**src/rtl/volt_pkg.sv**
```systemverilog
// Shared types and scaling constants for the voltage sample sequencer.
// Scaling maps a 12-bit average onto 0.00..5.00 V in hundredths.
package volt_pkg;

    typedef enum logic [2:0] {
        ST_IDLE      = 3'd0,
        ST_WAIT_TICK = 3'd1,
        ST_REQ       = 3'd2,
        ST_DIV       = 3'd3,
        ST_BCD       = 3'd4,
        ST_PUBLISH   = 3'd5
    } state_e;

    localparam int SCALE_MUL = 500;
    localparam int SCALE_DIV = 4094;
    localparam int DIV_STEPS = 21;

endpackage

```
**src/rtl/volt_sample_sequencer_div.sv**
```systemverilog
// Restoring divider, one quotient bit per cycle; the first step runs in the start cycle.
// done pulses one cycle after the last step, with the quotient held until the next start.
module seq_divider #(
    parameter int DVD_W = 21,
    parameter int DVS_W = 12,
    parameter int QUO_W = 9
) (
    input  logic             clk,
    input  logic             reset_n,
    input  logic             start,
    input  logic [DVD_W-1:0] dividend,
    input  logic [DVS_W-1:0] divisor,
    output logic             done,
    output logic [QUO_W-1:0] quotient
);

    localparam int CNT_W = $clog2(DVD_W + 1);

    // Dividend bits shift out of the top while quotient bits shift into the bottom.
    logic [DVD_W-1:0] dvd_q, dvd_d, src_dvd;
    logic [DVS_W:0]   rem_q, rem_d, src_rem, trial;
    logic [DVS_W-1:0] dvs_q, dvs_d, src_dvs;
    logic [CNT_W-1:0] cnt_q, cnt_d;
    logic             run_q, run_d;
    logic             done_q, done_d;

    always_comb begin
        src_dvd = start ? dividend : dvd_q;
        src_rem = start ? '0 : rem_q;
        src_dvs = start ? divisor : dvs_q;
        trial   = {src_rem[DVS_W-1:0], src_dvd[DVD_W-1]};
        dvd_d   = dvd_q;
        rem_d   = rem_q;
        dvs_d   = dvs_q;
        cnt_d   = cnt_q;
        run_d   = run_q;
        done_d  = 1'b0;
        if (start || run_q) begin
            dvs_d = src_dvs;
            if (trial >= {1'b0, src_dvs}) begin
                rem_d = trial - {1'b0, src_dvs};
                dvd_d = {src_dvd[DVD_W-2:0], 1'b1};
            end else begin
                rem_d = trial;
                dvd_d = {src_dvd[DVD_W-2:0], 1'b0};
            end
            cnt_d = start ? CNT_W'(1) : cnt_q + CNT_W'(1);
            run_d = 1'b1;
            if (cnt_d == CNT_W'(DVD_W)) begin
                run_d  = 1'b0;
                done_d = 1'b1;
            end
        end
    end

    always_ff @(posedge clk or negedge reset_n) begin
        if (!reset_n) begin
            dvd_q  <= '0;
            rem_q  <= '0;
            dvs_q  <= '0;
            cnt_q  <= '0;
            run_q  <= 1'b0;
            done_q <= 1'b0;
        end else begin
            dvd_q  <= dvd_d;
            rem_q  <= rem_d;
            dvs_q  <= dvs_d;
            cnt_q  <= cnt_d;
            run_q  <= run_d;
            done_q <= done_d;
        end
    end

    assign done     = done_q;
    assign quotient = dvd_q[QUO_W-1:0];

endmodule

```
**src/rtl/volt_sample_sequencer.sv**
```systemverilog
// Periodically requests ADC samples, averages a batch, scales it to volts and
// publishes three BCD digits. Valid/ready-free: adc_req is held until a one-cycle adc_ack.
module volt_sample_sequencer #(
    parameter int TICK_DIV    = 50000,
    parameter int AVG_LOG2    = 3,
    parameter int ACK_TIMEOUT = 1023
) (
    input  logic        clk,
    input  logic        reset_n,
    input  logic        enable,
    output logic        adc_req,
    input  logic        adc_ack,
    input  logic [11:0] adc_data,
    output logic [3:0]  dig1,
    output logic [3:0]  dig01,
    output logic [3:0]  dig001,
    output logic        digits_valid,
    output logic        busy,
    output logic        ack_err,
    output logic [2:0]  dbg_state
);

    import volt_pkg::*;

    localparam int TICK_W = $clog2(TICK_DIV + 1);
    localparam int TMO_W  = $clog2(ACK_TIMEOUT + 1);
    localparam int CNT_W  = AVG_LOG2 + 1;
    localparam int ACC_W  = 15;

    state_e             state_q, state_d;
    logic [TICK_W-1:0]  tick_q, tick_d;
    logic [TMO_W-1:0]   tmo_q, tmo_d;
    logic [CNT_W-1:0]   cnt_q, cnt_d, cnt_inc;
    logic [ACC_W-1:0]   acc_q, acc_d, acc_sum;
    logic               div_start_q, div_start_d;
    logic [8:0]         bcd_val_q, bcd_val_d;
    logic [3:0]         bcd_h_q, bcd_h_d, bcd_t_q, bcd_t_d;
    logic [3:0]         dig1_q, dig1_d, dig01_q, dig01_d, dig001_q, dig001_d;
    logic               digits_valid_q, digits_valid_d;
    logic               busy_q, busy_d;
    logic               ack_err_q, ack_err_d;
    logic               adc_req_q, adc_req_d;
    logic [11:0]        avg;
    logic [DIV_STEPS-1:0] dividend;
    logic               div_done;
    logic [8:0]         div_quot;

    assign avg      = 12'(acc_q >> AVG_LOG2);
    assign dividend = DIV_STEPS'(avg) * DIV_STEPS'(SCALE_MUL);

    seq_divider #(.DVD_W(DIV_STEPS), .DVS_W(12), .QUO_W(9)) u_div (
        .clk      (clk),
        .reset_n  (reset_n),
        .start    (div_start_q),
        .dividend (dividend),
        .divisor  (12'(SCALE_DIV)),
        .done     (div_done),
        .quotient (div_quot)
    );

    always_comb begin
        state_d        = state_q;
        tick_d         = tick_q;
        tmo_d          = tmo_q;
        cnt_d          = cnt_q;
        acc_d          = acc_q;
        div_start_d    = 1'b0;
        bcd_val_d      = bcd_val_q;
        bcd_h_d        = bcd_h_q;
        bcd_t_d        = bcd_t_q;
        dig1_d         = dig1_q;
        dig01_d        = dig01_q;
        dig001_d       = dig001_q;
        digits_valid_d = 1'b0;
        ack_err_d      = ack_err_q;
        adc_req_d      = adc_req_q;
        acc_sum        = acc_q + ACC_W'(adc_data);
        cnt_inc        = cnt_q + CNT_W'(1);
        case (state_q)
            ST_IDLE: begin
                tick_d = '0;
                acc_d  = '0;
                cnt_d  = '0;
                if (enable) state_d = ST_WAIT_TICK;
            end
            ST_WAIT_TICK: begin
                if (!enable) begin
                    state_d = ST_IDLE;
                    tick_d  = '0;
                    acc_d   = '0;
                    cnt_d   = '0;
                end else if (tick_q == TICK_W'(TICK_DIV - 1)) begin
                    state_d   = ST_REQ;
                    tick_d    = '0;
                    tmo_d     = '0;
                    adc_req_d = 1'b1;
                end else begin
                    tick_d = tick_q + TICK_W'(1);
                end
            end
            ST_REQ: begin
                // A request already on the wire completes even if enable drops.
                if (adc_ack) begin
                    adc_req_d = 1'b0;
                    if (!enable) begin
                        state_d = ST_IDLE;
                        acc_d   = '0;
                        cnt_d   = '0;
                    end else begin
                        acc_d = acc_sum;
                        cnt_d = cnt_inc;
                        if (cnt_inc == CNT_W'(1 << AVG_LOG2)) begin
                            state_d     = ST_DIV;
                            div_start_d = 1'b1;
                        end else begin
                            state_d = ST_WAIT_TICK;
                        end
                    end
                end else if (tmo_q == TMO_W'(ACK_TIMEOUT - 1)) begin
                    state_d   = ST_WAIT_TICK;
                    adc_req_d = 1'b0;
                    ack_err_d = 1'b1;
                    acc_d     = '0;
                    cnt_d     = '0;
                end else begin
                    tmo_d = tmo_q + TMO_W'(1);
                end
            end
            ST_DIV: begin
                if (div_done) begin
                    state_d   = ST_BCD;
                    bcd_val_d = div_quot;
                    bcd_h_d   = '0;
                    bcd_t_d   = '0;
                end
            end
            ST_BCD: begin
                if (bcd_val_q >= 9'd100) begin
                    bcd_val_d = bcd_val_q - 9'd100;
                    bcd_h_d   = bcd_h_q + 4'd1;
                end else if (bcd_val_q >= 9'd10) begin
                    bcd_val_d = bcd_val_q - 9'd10;
                    bcd_t_d   = bcd_t_q + 4'd1;
                end else begin
                    state_d        = ST_PUBLISH;
                    dig1_d         = bcd_h_q;
                    dig01_d        = bcd_t_q;
                    dig001_d       = bcd_val_q[3:0];
                    digits_valid_d = 1'b1;
                end
            end
            ST_PUBLISH: begin
                acc_d   = '0;
                cnt_d   = '0;
                state_d = enable ? ST_WAIT_TICK : ST_IDLE;
            end
            default: state_d = ST_IDLE;
        endcase
        busy_d = !(state_d == ST_IDLE || state_d == ST_WAIT_TICK);
    end

    always_ff @(posedge clk or negedge reset_n) begin
        if (!reset_n) begin
            state_q        <= ST_IDLE;
            tick_q         <= '0;
            tmo_q          <= '0;
            cnt_q          <= '0;
            acc_q          <= '0;
            div_start_q    <= 1'b0;
            bcd_val_q      <= '0;
            bcd_h_q        <= '0;
            bcd_t_q        <= '0;
            dig1_q         <= '0;
            dig01_q        <= '0;
            dig001_q       <= '0;
            digits_valid_q <= 1'b0;
            busy_q         <= 1'b0;
            ack_err_q      <= 1'b0;
            adc_req_q      <= 1'b0;
        end else begin
            state_q        <= state_d;
            tick_q         <= tick_d;
            tmo_q          <= tmo_d;
            cnt_q          <= cnt_d;
            acc_q          <= acc_d;
            div_start_q    <= div_start_d;
            bcd_val_q      <= bcd_val_d;
            bcd_h_q        <= bcd_h_d;
            bcd_t_q        <= bcd_t_d;
            dig1_q         <= dig1_d;
            dig01_q        <= dig01_d;
            dig001_q       <= dig001_d;
            digits_valid_q <= digits_valid_d;
            busy_q         <= busy_d;
            ack_err_q      <= ack_err_d;
            adc_req_q      <= adc_req_d;
        end
    end

    assign adc_req      = adc_req_q;
    assign dig1         = dig1_q;
    assign dig01        = dig01_q;
    assign dig001       = dig001_q;
    assign digits_valid = digits_valid_q;
    assign busy         = busy_q;
    assign ack_err      = ack_err_q;
    assign dbg_state    = state_q;

endmodule
```
**config.mk**
```make
export PLATFORM = sky130hd
export DESIGN_NAME = volt_sample_sequencer
export DESIGN_NICKNAME = d
export VERILOG_FILES = /design/src/rtl/volt_pkg.sv /design/src/rtl/volt_sample_sequencer_div.sv /design/src/rtl/volt_sample_sequencer.sv
export SDC_FILE = /design/constraint.sdc
export NUM_CORES = 1
export LEC_CHECK = 0
export ABC_CLOCK_PERIOD_IN_PS = 12950
export BUFFER_PORTS_ARGS = -buffer_cell sky130_fd_sc_hd__buf_4
export CORE_UTILIZATION = 41
export CTS_CLUSTER_DIAMETER = 150
export CTS_CLUSTER_SIZE = 30
export DETAILED_ROUTE_END_ITERATION = 8
export PLACE_DENSITY_LB_ADDON = 0.1
export SYNTH_ARGS = -nofsm -noshare
export SYNTH_HDL_FRONTEND = slang
export SYNTH_SLANG_ARGS = --single-unit
```
**constraint.sdc**
```tcl
create_clock -name clk -period 12.95 [get_ports clk]
set_clock_uncertainty 0.1 [all_clocks]
set_input_delay 2.59 -clock clk [delete_from_list [all_inputs] [get_ports clk]]
set_output_delay 2.59 -clock clk [all_outputs]
set_load 0.02 [all_outputs]
```
==> results of run 1 <==
-- cell usage in the layout, fill, tap and decap left out, drive strengths merged, types with 5 or more instances in the layout --
master	instances
xor2	27
a31oi	18
and2	5
mux2	16
inv	87
fa	40
clkbuf	21
a22o	6
buf	39
nand2b	10
nand3	37
a21oi	48
o211ai	6
and3	19
mux2i	21
a211oi	10
o31ai	6
dfrtp	134
nor4	8
o21ai	86
xnor2	18
nand4	11
nor3	13
nand2	91
nor2b	20
o21bai	5
ha	81
or2	18
o21a	9
nor2	61
a21o	19
-- synth_stat cells (all sizes together), types with 4 or more instances --
| master | number | share of area (%) |
|---|---|---|
| and2 | 5 | 0.32 |
| and3 | 19 | 1.2 |
| nor3 | 13 | 0.67 |
| mux2 | 16 | 1.9 |
| nor2b | 20 | 1.3 |
| nand2b | 10 | 0.65 |
| o21ai | 86 | 4.6 |
| o22a | 4 | 0.36 |
| clkbuf | 31 | 1.2 |
| dfrtp | 134 | 35 |
| a211oi | 10 | 0.78 |
| ha | 81 | 11 |
| a22o | 6 | 0.54 |
| nand4 | 11 | 0.71 |
| or2 | 18 | 1.2 |
| nand2 | 91 | 3.5 |
| xor2 | 27 | 2.5 |
| o31ai | 6 | 0.47 |
| o21bai | 5 | 0.39 |
| o211ai | 6 | 0.47 |
| nand3 | 37 | 2.0 |
| o21a | 9 | 0.70 |
| or3 | 4 | 0.26 |
| xnor2 | 18 | 1.6 |
| fa | 40 | 8.3 |
| a31oi | 18 | 1.2 |
| nor4 | 8 | 0.52 |
| buf | 5 | 0.25 |
| nor2 | 61 | 2.4 |
| inv | 85 | 3.3 |
| a41oi | 4 | 0.36 |
| a21oi | 48 | 2.5 |
| o22ai | 4 | 0.26 |
| a21o | 19 | 1.5 |
| mux2i | 21 | 2.2 |
-- where the power goes --
group | leakage, µW | internal, µW | switching, µW
combinational | 0.00308 | 9.61 | 18.8
clock | 0.000310 | 339 | 191
sequential | 0.00186 | 421 | 3.42
total | 0.00525 | 770 | 213
-- registers in the layout (all words and copies together) (netlist names), 5 cells and up --
register,count
u_div.dvs_q,12
bcd_val_q,9
tick_q,16
u_div.rem_q,12
acc_q,15
u_div.dvd_q,21
u_div.cnt_q,5
tmo_q,10
-- path summary, 6_finish.rpt --
path / from / endpoint / depth (start not counted)
max reg2reg: acc_q[9] / u_div.rem_q[10] / 23
max: acc_q[9] / u_div.rem_q[10] / 23
min in group asynchronous: reset_n / dig01[3] / 1
min: u_div.dvs_q[9] / u_div.dvs_q[9] / 1
min reg2reg: u_div.dvs_q[9] / u_div.dvs_q[9] / 1
max in group asynchronous: reset_n / div_start_q / 2
-- final cells by class --
type                    instances  area, µm²
clock buffers                  21        470
clock inverters                11        171
fillers                      2218      12000
inverters                      85        319
multi-input cells             775       5830
flip-flops and latches        134       3350
well taps                     313        392
repair buffers                 39        297
-- routing by layer --
metal,share of wire [%],up-vias
met1,50,3537
met2,46,92
met4,1.1,0
met5,0,-
li1,-,3682
met3,2.4,16
-- cell families after synthesis --
group	after synthesis	share of synthesized area, %
AND/OR/NAND/NOR	309	15.8
AO/OA/AOI/OAI	262	17.5
flip-flops	134	34.8
buffers and inverters	121	4.76
adder cells (fa/ha/maj)	121	18.8
XOR/XNOR	46	4.32
multiplexers	37	4.05
-- worst reg2reg max path, delay by kind of cell (launching register included) --
family          cells  cell delay, ns
compound gates      6            1.22
buf+inv             5            0.45
fa+ha+maj           7            2.98
xor+xnor            1            0.16
flops               1            0.43
simple gates        4            1.00
-- stage by stage --
stage / worst slack, ns / util [%] / total power, µW / hold WS (ns) / instance area (µm²)
floorplan: 6.94 / - / 444 / 0.323 / 9640
global placement: 6.59 / 44.6 / 461 / 0.334 / 10200
detailed placement: 6.46 / 44.6 / 461 / 0.334 / 10200
CTS: 6.45 / 47.4 / 997 / 0.348 / 10800
global route: 6.11 / 47.4 / 1020 / 0.355 / 10800
finish: 6.48 / 47.4 / 983 / 0.346 / 10800
==> results.cfg, run 1 <==
[placed_design]
place_congestion = 0.834
io_buffers = 34
place_inst = 1346
post-dp-hpwl_mm = 15.1

[setup_path]
path_max_fanout = 6
cp-start-kind = flip-flop
cp_cell_sequence = inv_1 > fa_1 > fa_1 > inv_1 > fa_1 > inv_1 > fa_1 > inv_1 > ha_1 > a21oi_1 > o21ai_0 > and3_1 > or2_2 > a211oi_1 > ha_1 > inv_1 > fa_1 > nand3_1 > a21oi_1 > nor3_1 > o21ai_0 > xor2_1 > a221o_1
slowest_delay_ns = 0.51
cp.arrival_ns = 6.67
cp_num_buf_inv = 5
worstSetupPathType = flip-flop to flip-flop
regToRegSetupSlack_ns = 6.48
worst_ep_required_time_ns = 13.14
crit_family = adder cells
crit_slowest_cell = fa_1
worst_setup_path_end_kind = flip-flop

[grt]
grt_busiest_layer = met2
gr-usage-all-layers_pct = 18.7
grtUsageMet1_pct = 25.9
gr-usage-met3_pct = 3.26
antenna_found_initial = 0
grt_first_pass_wirelength_mm = 36.5
grt_use_met2_pct = 29.9
grt_overflow = 0
grt_pass1_vias = 7342
grt_max_degree = 78

[clock_network]
cts_max_level = 4
cts-root-buf = clkbuf_16
cts_sinks = 134
cts_buffer_depth = 2
clk_latency_ns = 0.42
post_cts_buffers = 0
cts_inserted_buffers = 17
postCtsResizedCells = 0
clk_transition_reported_paths_ns = 0.06
cts_tree = yes
cts_hold_buf = 0

[yosys]
synth_edf_count = 0
async_flop_share_pct = 100
synth-main-ff-cell = dfrtp_1
avgSynthCellArea_um2 = 9.36
syn-cell-area_um2 = 9640
syn_inst = 1030
synth.distinct_cells = 68
ys_ff_latch = 134
synth-seq-area-share_pct = 34.8
synth_fp_nets = 1167
synth_warnings = 0

[floorplan]
start_util_pct = 42.2
rows = 55
io_pins = 35
dieHeight_um = 155
die_w_um = 155
core_um2 = 22800
die_area_um2 = 24100

[detailed_routing]
drtPass1Iterations = 4
drtIter0Drc = 344
drt-total-wl_mm = 21.0
viasPerCell = 5.32
drc_errors = 0
final_antenna_net_count = 0
num_vias = 7327
wl_per_cell_um = 15.2

[pwr]
peakVddDrop_mv = 0.0561
p_leak_uw = 0.00525
powerDensity_nw_per_um2 = 90.7

[run]
cap_violations = 0

[sta]
finalCritPeriodShare_pct = 50.0
worst_slew_pin_slew_ns = 0.856
grt_setup_unrepaired = false
post-route-min-period_ns = 6.47
finalSetupViolCount = 0
report.final.slew_viol_count = 0
tns_ns = 0
slew_headroom_pct = 42.1
fmax_mhz = 154
hold_viol = 0

[layout]
area_growth_pct = 12.4
num_antenna_cells = 0
final_cells = 1378
final_layout_size_suffix_gt1_share_pct = 10.3
nets = 1189

[run_status]
status = complete, no violations

[hold_path]
hold_path_class = flip-flop to flip-flop
Power figures use the tool's default switching activity.
==> run 2, diff against run 1 <==
--- a/config.mk
+++ b/config.mk
@@ -5,7 +5,7 @@
 export SDC_FILE = /design/constraint.sdc
 export NUM_CORES = 1
 export LEC_CHECK = 0
-export ABC_CLOCK_PERIOD_IN_PS = 12950
+export ABC_CLOCK_PERIOD_IN_PS = 5900
 export BUFFER_PORTS_ARGS = -buffer_cell sky130_fd_sc_hd__buf_4
 export CORE_UTILIZATION = 41
 export CTS_CLUSTER_DIAMETER = 150
==> constraint.sdc (replaced) <==
create_clock -name clk -period 5.9 [get_ports clk]
set_clock_uncertainty 0.1 [all_clocks]
set_input_delay 1.18 -clock clk [delete_from_list [all_inputs] [get_ports clk]]
set_output_delay 1.18 -clock clk [all_outputs]
set_load 0.02 [all_outputs]
==> run 2 against run 1 <==
Against the previous run:
- wire length is 2.5% higher
- worst hold slack worse by 0.00066 ns
- sequential share of layout area shrank 1.3 points
- maximum frequency up 13%
- sequential power increased by 120%
- power grew 110%
- register-to-register slack worse by 6.3 ns
==> results.cfg, run 2 (synthesized netlist as in run 1, its figures left out) <==
[run_status]
status = complete, no violations

[detailed_routing]
num_vias = 7635
drtIter0Drc = 285
drtPass1Iterations = 4
drc_errors = 0
wl_per_cell_um = 15.1
viasPerCell = 5.35
drt-total-wl_mm = 21.5
final_antenna_net_count = 0

[floorplan]
start_util_pct = 42.2
io_pins = 35
die_w_um = 155
rows = 55
dieHeight_um = 155
die_area_um2 = 24100
core_um2 = 22800

[sta]
grt_setup_unrepaired = true
post-route-min-period_ns = 5.75
fin_hold_ws_ns = 0.345
finalSetupViolCount = 0
report.final.slew_viol_count = 0
finalCritPeriodShare_pct = 97.4
fmax_mhz = 174
hold_viol = 0
setup_ws_ns = 0.154
worst_slew_pin_slew_ns = 0.986
slew_headroom_pct = 34.0

[hold_path]
hold_path_class = flip-flop to flip-flop

[pwr]
finalPower_uw = 2050
powerDensity_nw_per_um2 = 181
p_leak_uw = 0.00549
peakVddDrop_mv = 0.126

[setup_path]
crit_slowest_cell = fa_1
worst_setup_path_end_kind = flip-flop
cp.arrival_ns = 5.95
cp_common_cell = fa_1
path_max_fanout = 5
slowest_delay_ns = 0.56
cp-start-kind = flip-flop
regToRegSetupSlack_ns = 0.15
crit_family = adder cells
worstSetupPathType = flip-flop to flip-flop
cp_cell_sequence = fa_1 > fa_1 > inv_2 > fa_1 > fa_1 > inv_2 > ha_4 > a21oi_2 > o21ai_1 > o211a_1 > or2_4 > a211oi_4 > ha_2 > buf_4 > nor2b_1 > o2111ai_2 > nand3_1 > a21o_1 > buf_4 > and3_1 > a221o_1
worst_ep_required_time_ns = 6.11
cp_num_buf_inv = 4

[layout]
regMostFlops = u_div.dvd_q
largestRegisters = u_div.dvd_q x21, tick_q x16, acc_q x15
largest_register_ffs = 21
final_cells = 1426
num_antenna_cells = 0
mostFrequentLayoutCell = dfrtp_1
area_growth_pct = 17.4
finalInstanceArea_um2 = 11300
final_layout_size_suffix_gt1_share_pct = 17.8
final_cell_mix = dfrtp_1 (131), nand2_1 (91), buf_4 (88)
nets = 1239

[placed_design]
post-dp-hpwl_mm = 15.4
place_congestion = 0.810
place_area_um2 = 10500
place_inst = 1392
io_buffers = 34
post-place-ws_ns = -0.106

[clock_network]
cts_max_level = 4
cts_inserted_buffers = 17
cts_sinks = 134
cts-root-buf = clkbuf_16
cts_tree = yes
clk_transition_reported_paths_ns = 0.06
cts_buffer_depth = 2
clk_latency_ns = 0.43

[grt]
grt_overflow = 0
grt_pass1_vias = 7533
gr-usage-all-layers_pct = 19.0
grt_first_pass_wirelength_mm = 36.9
grt_max_degree = 100
antenna_found_initial = 0

[run]
cap_violations = 0
-- run 2: cell count changes in the layout (fill, tap and decap cells not counted), moves of 4 or more --
cell,before,now
ha_1,81,74
inv_1,85,73
ha_4,0,4
inv_2,0,12
buf_4,38,88
-- run 2: path summary, 6_finish.rpt --
kind | startpoint | endpoint | cells after the start
worst max-delay path | acc_q[4] | u_div.rem_q[6] | 21
worst min-delay path | u_div.dvs_q[3] | u_div.dvs_q[3] | 1
worst max register to register | acc_q[4] | u_div.rem_q[6] | 21
worst min register to register | u_div.dvs_q[3] | u_div.dvs_q[3] | 1
max in group asynchronous | reset_n | acc_q[4] | 2
min in group asynchronous | reset_n | dig001[1] | 1
-- run 2: final cells by class --
cell class              count  area, µm²
clock buffers              20        457
clock inverters            10        123
fillers                  2189      11500
inverters                  85        319
multi-input cells         775       6000
flip-flops and latches    134       3360
well taps                 313        392
repair buffers             89        672
-- run 2: through the flow --
stage          TNS (ns)  utilization, %
3_3_place_gp          0            46.2
2_1_floorplan         0               -
5_1_grt          -0.194            49.6
3_5_place_dp     -0.169            46.2
4_1_cts         -0.0456            48.9
6_report              0            49.6
-- run 2: what timing repair did --
item,in CTS,in global routing
pin swaps,2,30
buffers inserted,1,3
hold buffers,0,0
setup endpoints to repair,5,12
gates resized for setup,10,34
-- run 2: metal layers --
layer / global-route usage (%) / wire length [µm] / up-vias
met3: 3.29 / 520 / 17
li1: - / - / 3789
met4: 5.04 / 190 / 0
met5: 0 / 0 / -
met1: 26.6 / 10500 / 3729
met2: 30.4 / 10300 / 100
-- run 2: report_power, final --
part | switching, µW | internal, µW | total (µW) | leakage (µW)
registers | 7.76 | 924 | 932 | 0.00186
logic | 40.6 | 21.1 | 61.8 | 0.00336
clock network | 416 | 642 | 1060 | 0.000275
total | 464 | 1590 | 2050 | 0.00549
